==> src/rtl/uart_bridge.sv <==
// ============================================================================
// Module   : uart_bridge
// Function : 8N1 serial command bridge issuing single-byte reads/writes on the
//            6502-side memory bus and answering with a one-byte response.
// Revision : 1.0 - initial release
// ============================================================================
`timescale 1ns/1ps
`default_nettype none

module uart_bridge #(
    parameter int CLK_HZ = 12000000,
    parameter int BAUD   = 115200
) (
    input  logic        clk,
    input  logic        rst,
    input  logic        rx,
    output logic        tx,
    input  logic        bus_en,
    output logic        cs,
    output logic        we,
    output logic [15:0] addr,
    output logic [7:0]  dbw,
    input  logic [7:0]  dbr
);

    localparam int c_div  = (CLK_HZ + BAUD / 2) / BAUD;
    localparam int c_cw   = $clog2(c_div);
    localparam logic [c_cw-1:0] c_last = c_cw'(c_div - 1);
    localparam logic [c_cw-1:0] c_mid  = c_cw'(c_div / 2 - 1);

    localparam logic [1:0] c_rx_idle  = 2'd0;
    localparam logic [1:0] c_rx_start = 2'd1;
    localparam logic [1:0] c_rx_data  = 2'd2;
    localparam logic [1:0] c_rx_stop  = 2'd3;

    localparam logic [2:0] c_st_idle    = 3'd0;
    localparam logic [2:0] c_st_addr_hi = 3'd1;
    localparam logic [2:0] c_st_addr_lo = 3'd2;
    localparam logic [2:0] c_st_data    = 3'd3;
    localparam logic [2:0] c_st_bus     = 3'd4;
    localparam logic [2:0] c_st_capture = 3'd5;
    localparam logic [2:0] c_st_resp    = 3'd6;

    localparam logic [7:0] c_cmd_w    = 8'h57;
    localparam logic [7:0] c_cmd_r    = 8'h52;
    localparam logic [7:0] c_resp_ok  = 8'h2E;
    localparam logic [7:0] c_resp_bad = 8'h3F;

    logic            r_rx_s1, r_rx_s2, r_rx_prev;
    logic [1:0]      r_rx_st;
    logic [c_cw-1:0] r_rx_cnt;
    logic [2:0]      r_rx_bit;
    logic [7:0]      r_rx_sh, r_rx_byte;
    logic            r_rx_valid, r_rx_ferr;

    logic            r_tx, r_tx_busy;
    logic [c_cw-1:0] r_tx_cnt;
    logic [3:0]      r_tx_bitn;
    logic [8:0]      r_tx_sh;

    logic [2:0]      r_state, w_next;
    logic            r_op_wr;
    logic [15:0]     r_addr;
    logic [7:0]      r_dbw, r_resp;
    logic            w_rx_take, w_tx_load, w_cs, w_we;

    // Receiver: start re-checked at mid-bit, then every bit sampled at its centre
    always_ff @(posedge clk or negedge rst) begin
        if (!rst) begin
            r_rx_s1    <= 1'b1;
            r_rx_s2    <= 1'b1;
            r_rx_prev  <= 1'b1;
            r_rx_st    <= c_rx_idle;
            r_rx_cnt   <= '0;
            r_rx_bit   <= 3'd0;
            r_rx_sh    <= 8'h00;
            r_rx_byte  <= 8'h00;
            r_rx_valid <= 1'b0;
            r_rx_ferr  <= 1'b0;
        end else begin
            r_rx_s1   <= rx;
            r_rx_s2   <= r_rx_s1;
            r_rx_prev <= r_rx_s2;
            r_rx_ferr <= 1'b0;
            if (w_rx_take)
                r_rx_valid <= 1'b0;
            case (r_rx_st)
                c_rx_idle: begin
                    if (r_rx_prev && !r_rx_s2) begin
                        r_rx_st  <= c_rx_start;
                        r_rx_cnt <= '0;
                    end
                end
                c_rx_start: begin
                    if (r_rx_cnt == c_mid) begin
                        r_rx_cnt <= '0;
                        r_rx_bit <= 3'd0;
                        r_rx_st  <= r_rx_s2 ? c_rx_idle : c_rx_data;
                    end else begin
                        r_rx_cnt <= r_rx_cnt + 1'b1;
                    end
                end
                c_rx_data: begin
                    if (r_rx_cnt == c_last) begin
                        r_rx_cnt <= '0;
                        r_rx_sh  <= {r_rx_s2, r_rx_sh[7:1]};
                        r_rx_bit <= r_rx_bit + 3'd1;
                        if (r_rx_bit == 3'd7)
                            r_rx_st <= c_rx_stop;
                    end else begin
                        r_rx_cnt <= r_rx_cnt + 1'b1;
                    end
                end
                c_rx_stop: begin
                    if (r_rx_cnt == c_last) begin
                        r_rx_cnt <= '0;
                        r_rx_st  <= c_rx_idle;
                        if (r_rx_s2) begin
                            r_rx_byte  <= r_rx_sh;
                            r_rx_valid <= 1'b1;
                        end else begin
                            r_rx_ferr  <= 1'b1;
                        end
                    end else begin
                        r_rx_cnt <= r_rx_cnt + 1'b1;
                    end
                end
            endcase
        end
    end

    // Transmitter: r_tx_bitn counts start (0), data (1..8), stop (9)
    always_ff @(posedge clk or negedge rst) begin
        if (!rst) begin
            r_tx      <= 1'b1;
            r_tx_busy <= 1'b0;
            r_tx_cnt  <= '0;
            r_tx_bitn <= 4'd0;
            r_tx_sh   <= 9'h1FF;
        end else if (!r_tx_busy) begin
            if (w_tx_load) begin
                r_tx      <= 1'b0;
                r_tx_busy <= 1'b1;
                r_tx_cnt  <= '0;
                r_tx_bitn <= 4'd0;
                r_tx_sh   <= {1'b1, r_resp};
            end
        end else if (r_tx_cnt == c_last) begin
            r_tx_cnt <= '0;
            if (r_tx_bitn == 4'd9) begin
                r_tx      <= 1'b1;
                r_tx_busy <= 1'b0;
            end else begin
                r_tx      <= r_tx_sh[0];
                r_tx_sh   <= {1'b1, r_tx_sh[8:1]};
                r_tx_bitn <= r_tx_bitn + 4'd1;
            end
        end else begin
            r_tx_cnt <= r_tx_cnt + 1'b1;
        end
    end

    always_ff @(posedge clk or negedge rst) begin
        if (!rst)
            r_state <= c_st_idle;
        else
            r_state <= w_next;
    end

    // Framing errors abort only while the packet is still being collected
    always_comb begin
        w_next = r_state;
        case (r_state)
            c_st_idle:
                if (r_rx_valid)
                    w_next = (r_rx_byte == c_cmd_w || r_rx_byte == c_cmd_r) ? c_st_addr_hi : c_st_resp;
            c_st_addr_hi:
                if (r_rx_ferr)       w_next = c_st_idle;
                else if (r_rx_valid) w_next = c_st_addr_lo;
            c_st_addr_lo:
                if (r_rx_ferr)       w_next = c_st_idle;
                else if (r_rx_valid) w_next = r_op_wr ? c_st_data : c_st_bus;
            c_st_data:
                if (r_rx_ferr)       w_next = c_st_idle;
                else if (r_rx_valid) w_next = c_st_bus;
            c_st_bus:
                if (bus_en)          w_next = r_op_wr ? c_st_resp : c_st_capture;
            c_st_capture:            w_next = c_st_resp;
            c_st_resp:
                if (!r_tx_busy)      w_next = c_st_idle;
            default:                 w_next = c_st_idle;
        endcase
    end

    always_comb begin
        w_rx_take = 1'b0;
        w_tx_load = 1'b0;
        w_cs      = 1'b0;
        w_we      = 1'b0;
        case (r_state)
            c_st_idle:                            w_rx_take = r_rx_valid;
            c_st_addr_hi, c_st_addr_lo, c_st_data: w_rx_take = r_rx_valid && !r_rx_ferr;
            c_st_bus: begin
                w_cs = bus_en;
                w_we = bus_en && r_op_wr;
            end
            c_st_resp:                            w_tx_load = !r_tx_busy;
            default: ;
        endcase
    end

    always_ff @(posedge clk or negedge rst) begin
        if (!rst) begin
            r_op_wr <= 1'b0;
            r_addr  <= 16'h0000;
            r_dbw   <= 8'h00;
            r_resp  <= 8'h00;
        end else begin
            case (r_state)
                c_st_idle:
                    if (r_rx_valid) begin
                        r_op_wr <= (r_rx_byte == c_cmd_w);
                        if (r_rx_byte != c_cmd_w && r_rx_byte != c_cmd_r)
                            r_resp <= c_resp_bad;
                    end
                c_st_addr_hi: if (w_rx_take) r_addr[15:8] <= r_rx_byte;
                c_st_addr_lo: if (w_rx_take) r_addr[7:0]  <= r_rx_byte;
                c_st_data:    if (w_rx_take) r_dbw        <= r_rx_byte;
                c_st_bus:     if (bus_en && r_op_wr) r_resp <= c_resp_ok;
                c_st_capture: r_resp <= dbr;
                default: ;
            endcase
        end
    end

    assign tx   = r_tx;
    assign cs   = w_cs;
    assign we   = w_we;
    assign addr = r_addr;
    assign dbw  = r_dbw;

endmodule

`default_nettype wire

==> config.mk <==
export PLATFORM = sky130hd
export DESIGN_NAME = uart_bridge
export DESIGN_NICKNAME = d
export VERILOG_FILES = /design/src/rtl/uart_bridge.sv
export SDC_FILE = /design/constraint.sdc
export NUM_CORES = 1
export LEC_CHECK = 0
export CORE_UTILIZATION = 42
export DETAILED_ROUTE_END_ITERATION = 6
export GPL_TIMING_DRIVEN = 0
export PLACE_DENSITY = 0.6
export SLEW_MARGIN = 30
export SYNTH_ARGS = -nofsm -noshare
export SYNTH_HDL_FRONTEND = slang
export SYNTH_SLANG_ARGS = --single-unit
==> constraint.sdc <==
create_clock -name clk -period 2.6 [get_ports clk]
set_input_delay 0.65 -clock clk [delete_from_list [all_inputs] [get_ports clk]]
set_output_delay 0.65 -clock clk [all_outputs]
set_load 0.05 [all_outputs]
==> flow_summary.json, run 1 <==
{
  "status": "finished clean",
  "dr.first_iter.drc_count": 99,
  "ant_nets": 0,
  "syn_area_per_cell_um2": 11.6,
  "grt_pass1_vias": 2818,
  "fin_skew_ns": 0.0132,
  "insertedDiodeCount": 0,
  "cts_tree": "yes",
  "routed_wl_um": 8060,
  "rr_startpoint": "r_tx_cnt[0]$_DFFE_PN0P_",
  "crit_start": "bus_en",
  "crit_type": "input pin to primary output",
  "via_per_inst": 5.45,
  "tns_ns": 0,
  "dp_hpwl_um": 5700,
  "synth-seq-area-share": 0.546,
  "grt_setup_unrepaired": "false",
  "synthTopCellsByArea": "dfrtp_1 47%, mux2_2 8.4%, dfstp_2 7.6%, o21ai_0 3.0%, mux2_4 2.9%",
  "io_pins": 39,
  "grt_max_degree": 48,
  "multi_input_area_mm2": 0.00176,
  "die_w_um": 101,
  "vias": 2942,
  "p_leak_uw": 0.00217,
  "max_freq_mhz": 401,
  "rows": 35,
  "syn_inst": 357,
  "drc": 0,
  "ys_types": 56,
  "period_share": 0.960,
  "relSlewSlack": 0.413,
  "syn-num-nets": 375,
  "die_y_um": 101,
  "insertion_delay_ns": 0.36,
  "yosysTopAreaCell": "dfrtp_1",
  "antenna_found_initial": 0,
  "drv_cap": 0,
  "htreeDepth": 3,
  "clockRootBuffer": "clkbuf_8",
  "regToRegSetupSlack_ns": 0.43,
  "coreArea_mm2": 0.00942,
  "synthArstFlopShare": 1.00,
  "ir_drop_uv": 317,
  "hold_viol": 0,
  "cts_buffer_depth": 2,
  "synth_seq_cells": 90,
  "regArea_mm2": 0.00227,
  "die_area_mm2": 0.0103,
  "drive_above_1_share": 0.209,
  "timing.rr.end": "r_tx_sh[2]$_DFFE_PN1P_",
  "drv_slew": 0,
  "place.gp.congestion": 0.782,
  "synth_edf_count": 0,
  "grt_pass1_wl_um": 13800,
  "dr.pass1.iters": 4,
  "utilization": 0.523,
  "tightest_slew_ns": 0.878,
  "worst_setup_path_start_kind": "input pin",
  "final_cell_count_no_fill": 540,
  "fillers": 832,
  "cts_buffers": 9,
  "synth-main-ff-cell": "dfrtp_1",
  "worstPathMaxFanout": 3,
  "cp.required_ns": 1.95,
  "synthesis.area_mm2": 0.00415,
  "nets": 424,
  "placed_cells": 525,
  "synth_top_area_frac": 0.470,
  "cp_data_arrival_time_ns": 1.85,
  "post-cts-setup-buffer-count": 0,
  "wl_per_cell_um": 14.9,
  "io_buffers": 38,
  "grt_util_all_layers": 0.172,
  "initial_utilization": 0.441,
  "endpoint": "cs",
  "p_total_uw": 3730,
  "clkTransAtPathRegs_ns": 0.10,
  "area_growth_pct": 18.6,
  "grt-ovfl-total": 0,
  "worstSetupEndpointType": "primary output",
  "yosys_warnings": 0,
  "finalCriticalPeriod_ns": 2.50,
  "p_per_area_mw_per_mm2": 758,
  "cts.sinks": 90,
  "worstHoldPathType": "input pin to async pin",
  "finalSetupViolations": 0,
  "worst-r2r-cell-count": 6
}
==> cell families (layout without fill, tap and decap cells) <==
logic type,Yosys count,after routing,synth area share
adders and majority gates,6,6,0.0181
AOI/OAI and AO/OA,80,80,0.135
buffers and inverters,27,81,0.0287
muxes,45,45,0.128
DFF,90,90,0.546
and+or+nand+nor,107,107,0.140
xor gates and xnor gates,2,2,0.00422
==> where the power goes <==
group / switching, uW / leakage (uW) / total, uW / internal, uW
Clock: 565 / 0.000104 / 950 / 385
Sequential: 197 / 0.00117 / 1870 / 1670
Combinational: 509 / 0.000897 / 913 / 403
==> cell usage after synthesis, types with 3 or more instances <==
library cell / count
o21ai_0: 25
mux2_2: 31
nand3_1: 10
o22ai_1: 4
dfrtp_1: 78
ha_1: 6
nand2b_1: 3
or3_1: 7
o22a_1: 4
o211ai_1: 3
nand3b_1: 4
or4_1: 3
a21oi_1: 14
nor2b_1: 6
dfstp_2: 12
mux2_4: 8
nor3_1: 6
and3_1: 4
o221a_2: 7
and2_1: 4
nand2_1: 26
mux2i_1: 5
nor2_1: 18
inv_1: 13
nand4_1: 7
clkbuf_1: 10
==> per-layer routing <==
metal  up-vias  global-route usage  wire length (um)
li1       1418                   -                 -
met1      1481               0.222              3730
met2        31               0.284              4000
met3        12              0.0400               215
met4         0              0.0569               114
met5         -                   0                 0
==> flip-flops by register name, summed over array words and instances, names as in the netlist, 3 cells and up, named ones only <==
| name | count |
|---|---|
| addr | 16 |
| dbw | 8 |
| r_resp | 8 |
| r_rx_bit | 3 |
| r_rx_byte | 8 |
| r_rx_cnt | 7 |
| r_rx_sh | 8 |
| r_state | 3 |
| r_tx_bitn | 4 |
| r_tx_cnt | 7 |
| r_tx_sh | 8 |
==> worst min-delay path by stage <==
stage | from | to | slack (ns)
floorplan | rst | async pin | 0.35
global placement | r_rx_s1$_DFF_PN1_ | r_rx_s2$_DFF_PN1_ | 0.35
detailed placement | r_rx_s1$_DFF_PN1_ | r_rx_s2$_DFF_PN1_ | 0.35
CTS | rst | r_rx_byte[5]$_DFFE_PN0P_ | 0.20
global route | rst | r_tx_bitn[2]$_DFFE_PN0P_ | 0.21
finish | rst | r_tx_bitn[2]$_DFFE_PN0P_ | 0.20
==> cells in the final DEF (no fill, tap or decap), types with 3 or more instances in the layout <==
cell and instances:
and2_1 4, clkdlybuf4s50_1 35, nor3_1 6, nand3_1 10
nand2b_1 3, mux2_2 31, clkbuf_1 9, o21ai_0 25
or3_1 7, or4_1 3, nor2b_1 6, dfrtp_1 78
inv_1 13, nand4_1 7, o211ai_1 3, nand2_1 26
clkbuf_8 9, a21oi_1 14, ha_1 6, o22ai_1 4
mux2_4 8, o221a_2 7, and3_1 4, o22a_1 4
mux2i_1 5, buf_6 3, dfstp_2 12, nand3b_1 4
nor2_1 18
==> worst max-delay path, stage by stage <==
cell	delay, ns
clkdlybuf4s50_1	0.50
and3_1	0.19
clkdlybuf4s15_1	0.50
==> layout make-up <==
class,count,share of cell area
plain buffers,13,0.0135
multi-input cells,240,0.358
inverters,13,0.00991
flip-flops and latches,90,0.461
repair buffers,39,0.0834
clock buffers,9,0.0252
clock inverters,7,0.0165
well taps,129,0.0328
==> repair_timing <==
item,4_1_cts,5_1_grt
gates resized for setup,5,0
hold buffers,0,0
endpoints found under the setup margin,2,0
==> stage by stage <==
stage / cell area (um2) / worst slack (ns) / hold WS (ns)
after floorplan: 4150 / 0.281 / 0.345
after global placement: 4690 / -2.47 / 0.347
after detailed placement: 4720 / -0.363 / 0.347
after CTS: 4920 / 0.0699 / 0.202
after global routing: 4920 / 0.00729 / 0.214
final: 4920 / 0.104 / 0.195
(Power assumes the default switching activity.)
==> run 2, diff against run 1 <==
--- a/config.mk
+++ b/config.mk
@@ -5,10 +5,12 @@
 export SDC_FILE = /design/constraint.sdc
 export NUM_CORES = 1
 export LEC_CHECK = 0
+export ABC_AREA = 1
+export CORE_ASPECT_RATIO = 1.1
 export CORE_UTILIZATION = 42
 export DETAILED_ROUTE_END_ITERATION = 6
 export GPL_TIMING_DRIVEN = 0
-export PLACE_DENSITY = 0.6
+export PLACE_DENSITY = 0.59
 export SLEW_MARGIN = 30
 export SYNTH_ARGS = -nofsm -noshare
 export SYNTH_HDL_FRONTEND = slang
==> flow_summary.json, run 2 <==
{
  "status": "finished with violations",
  "violations": "DRC",
  "vias": 3186,
  "worstHoldPathType": "input pin to async pin",
  "insertion_delay_ns": 0.37,
  "htreeDepth": 3,
  "drv_cap": 0,
  "p_per_area_mw_per_mm2": 622,
  "ys_types": 37,
  "cts_tree": "yes",
  "crit_chain": "clkdlybuf4s50_1 -> inv_1 -> nor3_1 -> clkdlybuf4s15_2",
  "die_y_um": 107,
  "synthTopCellsByArea": "dfrtp_1 46%, nand2_1 13%, dfstp_2 7.4%, o21ai_2 5.4%, inv_1 3.8%",
  "crit_type": "input pin to primary output",
  "rows": 38,
  "coreArea_mm2": 0.00984,
  "ir_drop_uv": 390,
  "nets": 538,
  "dr.first_iter.drc_count": 123,
  "cts.sinks": 90,
  "die_area_mm2": 0.0105,
  "synth_top_area_frac": 0.459,
  "synth_most_common_cell": "nand2_1",
  "wl_per_cell_um": 12.5,
  "p_leak_uw": 0.00238,
  "synth-main-ff-cell": "dfrtp_1",
  "syn_inst": 470,
  "worst_setup_path_start_kind": "input pin",
  "p_total_uw": 3140,
  "area_growth_pct": 18.8,
  "io_pins": 39,
  "clkTransAtPathRegs_ns": 0.09,
  "fin_area_mm2": 0.00505,
  "grt_max_degree": 47,
  "yosys_warnings": 0,
  "antenna_found_initial": 0,
  "cp.required_ns": 1.95,
  "clockRootBuffer": "clkbuf_8",
  "period_share": 0.968,
  "max_freq_mhz": 398,
  "cp_top_family": "buffers and inverters",
  "drv_slew": 0,
  "syn-num-nets": 488,
  "relSlewSlack": 0.663,
  "hold_viol": 0,
  "io_buffers": 38,
  "insertedDiodeCount": 0,
  "max_stage_delay_ns": 0.46,
  "synth.top_cells.by_count": "142 x nand2_1, 78 x dfrtp_1, 43 x inv_1",
  "crit_start": "bus_en",
  "grt_util_all_layers": 0.171,
  "crit_buf_inv": 3,
  "fin_skew_ns": 0.00876,
  "yosysTopAreaCell": "dfrtp_1",
  "finalSetupViolations": 0,
  "finalCriticalPeriod_ns": 2.52,
  "routed_wl_um": 8080,
  "place.gp.congestion": 0.850,
  "tns_ns": 0,
  "grt-ovfl-total": 0,
  "grt_pass1_vias": 3070,
  "synth-seq-area-share": 0.534,
  "cp_data_arrival_time_ns": 1.87,
  "rr_startpoint": "r_rx_cnt[0]$_DFFE_PN0P_",
  "ant_nets": 0,
  "synth_seq_cells": 90,
  "placed_area_mm2": 0.00481,
  "layout_common_cells": "142 x nand2_1, 78 x dfrtp_1, 43 x inv_1",
  "synthArstFlopShare": 1.00,
  "worstSetupEndpointType": "primary output",
  "utilization": 0.513,
  "drive_above_1_share": 0.168,
  "dp_worst_setup_slack_ns": -0.349,
  "dp_hpwl_um": 5870,
  "dr.pass1.iters": 7,
  "initial_utilization": 0.432,
  "grt_setup_unrepaired": "false",
  "synth_edf_count": 0,
  "cts_buffers": 9,
  "cp_slowest_cell": "clkdlybuf4s50_1",
  "grt_pass1_wl_um": 14200,
  "synthesis.area_mm2": 0.00425,
  "die_w_um": 97.9,
  "setup_ws_ns": 0.0845,
  "largest_reg_flops": 16,
  "cts_buffer_depth": 2,
  "drc": 4,
  "tightest_slew_ns": 0.503,
  "worstPathMaxFanout": 3,
  "via_per_inst": 4.94,
  "layout_commonest_cell": "nand2_1",
  "syn_area_per_cell_um2": 9.04
}
run 2: changes by cell type after synthesis, sizes merged, moves of 8 or more:
cell / change
clkbuf: -8
inv: +32
mux2: -40
nand2: +124
nand3: +15
nor2: +17
o21ai: +35
run 2: repair_timing:
item / in CTS / in global routing
hold buffers: 0 / 0
setup buffers: 0 / 0
gates resized for setup: 5 / 1
endpoints found under the setup margin: 2 / 1
run 2: cell type report:
cell class                 count  area, um2
timing repair buffer          39        410
tap                          120        150
clock buffer                   9        124
fill                         894       4790
buffer                        11       92.6
inverter                      46        173
sequential                    90       2270
clock inverter                 7        116
multi-input combinational    323       1720
run 2: kinds of logic after synthesis:
| logic type | count (synthesis) | share of synthesized area |
|---|---|---|
| adder cells (fa/ha/maj) | 6 | 0.0177 |
| multiplexers | 4 | 0.00942 |
| XOR/XNOR | 9 | 0.0185 |
| buffers and inverters | 57 | 0.0624 |
| flip-flops | 90 | 0.534 |
| AO/OA/AOI/OAI | 78 | 0.120 |
| AND/OR/NAND/NOR | 226 | 0.239 |
run 2: report_power, final:
group	switching, uW	leakage, uW	internal [uW]
clock network	513	0.000120	638
registers	90.4	0.00119	1490
logic	245	0.00107	165
run 2: worst paths after layout:
kind / slack [ns] / endpoint / cells after the start
max: 0.08 / we / 4
min: 0.18 / dbw[5]$_DFFE_PN0P_ / 1
max reg2reg: 0.85 / r_rx_bit[0]$_DFFE_PN0P_ / 9
min reg2reg: 0.36 / r_rx_s2$_DFF_PN1_ / 0
max in group asynchronous: 1.79 / r_tx_sh[1]$_DFFE_PN1P_ / 2
min in group clk: 0.36 / r_rx_s2$_DFF_PN1_ / 0
run 2: through the flow:
step	hold slack, ns	std cells
after floorplan	0.345	470
after global placement	0.346	628
after detailed placement	0.347	629
after CTS	0.197	645
after global routing	0.213	645
final	0.183	645
run 2: per-layer routing:
metal,global-route usage,up-vias,share of wire,routed length (um)
met5,0,-,0,0
met2,0.279,36,0.48,3870
met3,0.0422,10,0.032,256
met4,0.0671,0,0.013,109
li1,-,1620,-,-
met1,0.220,1520,0.48,3850
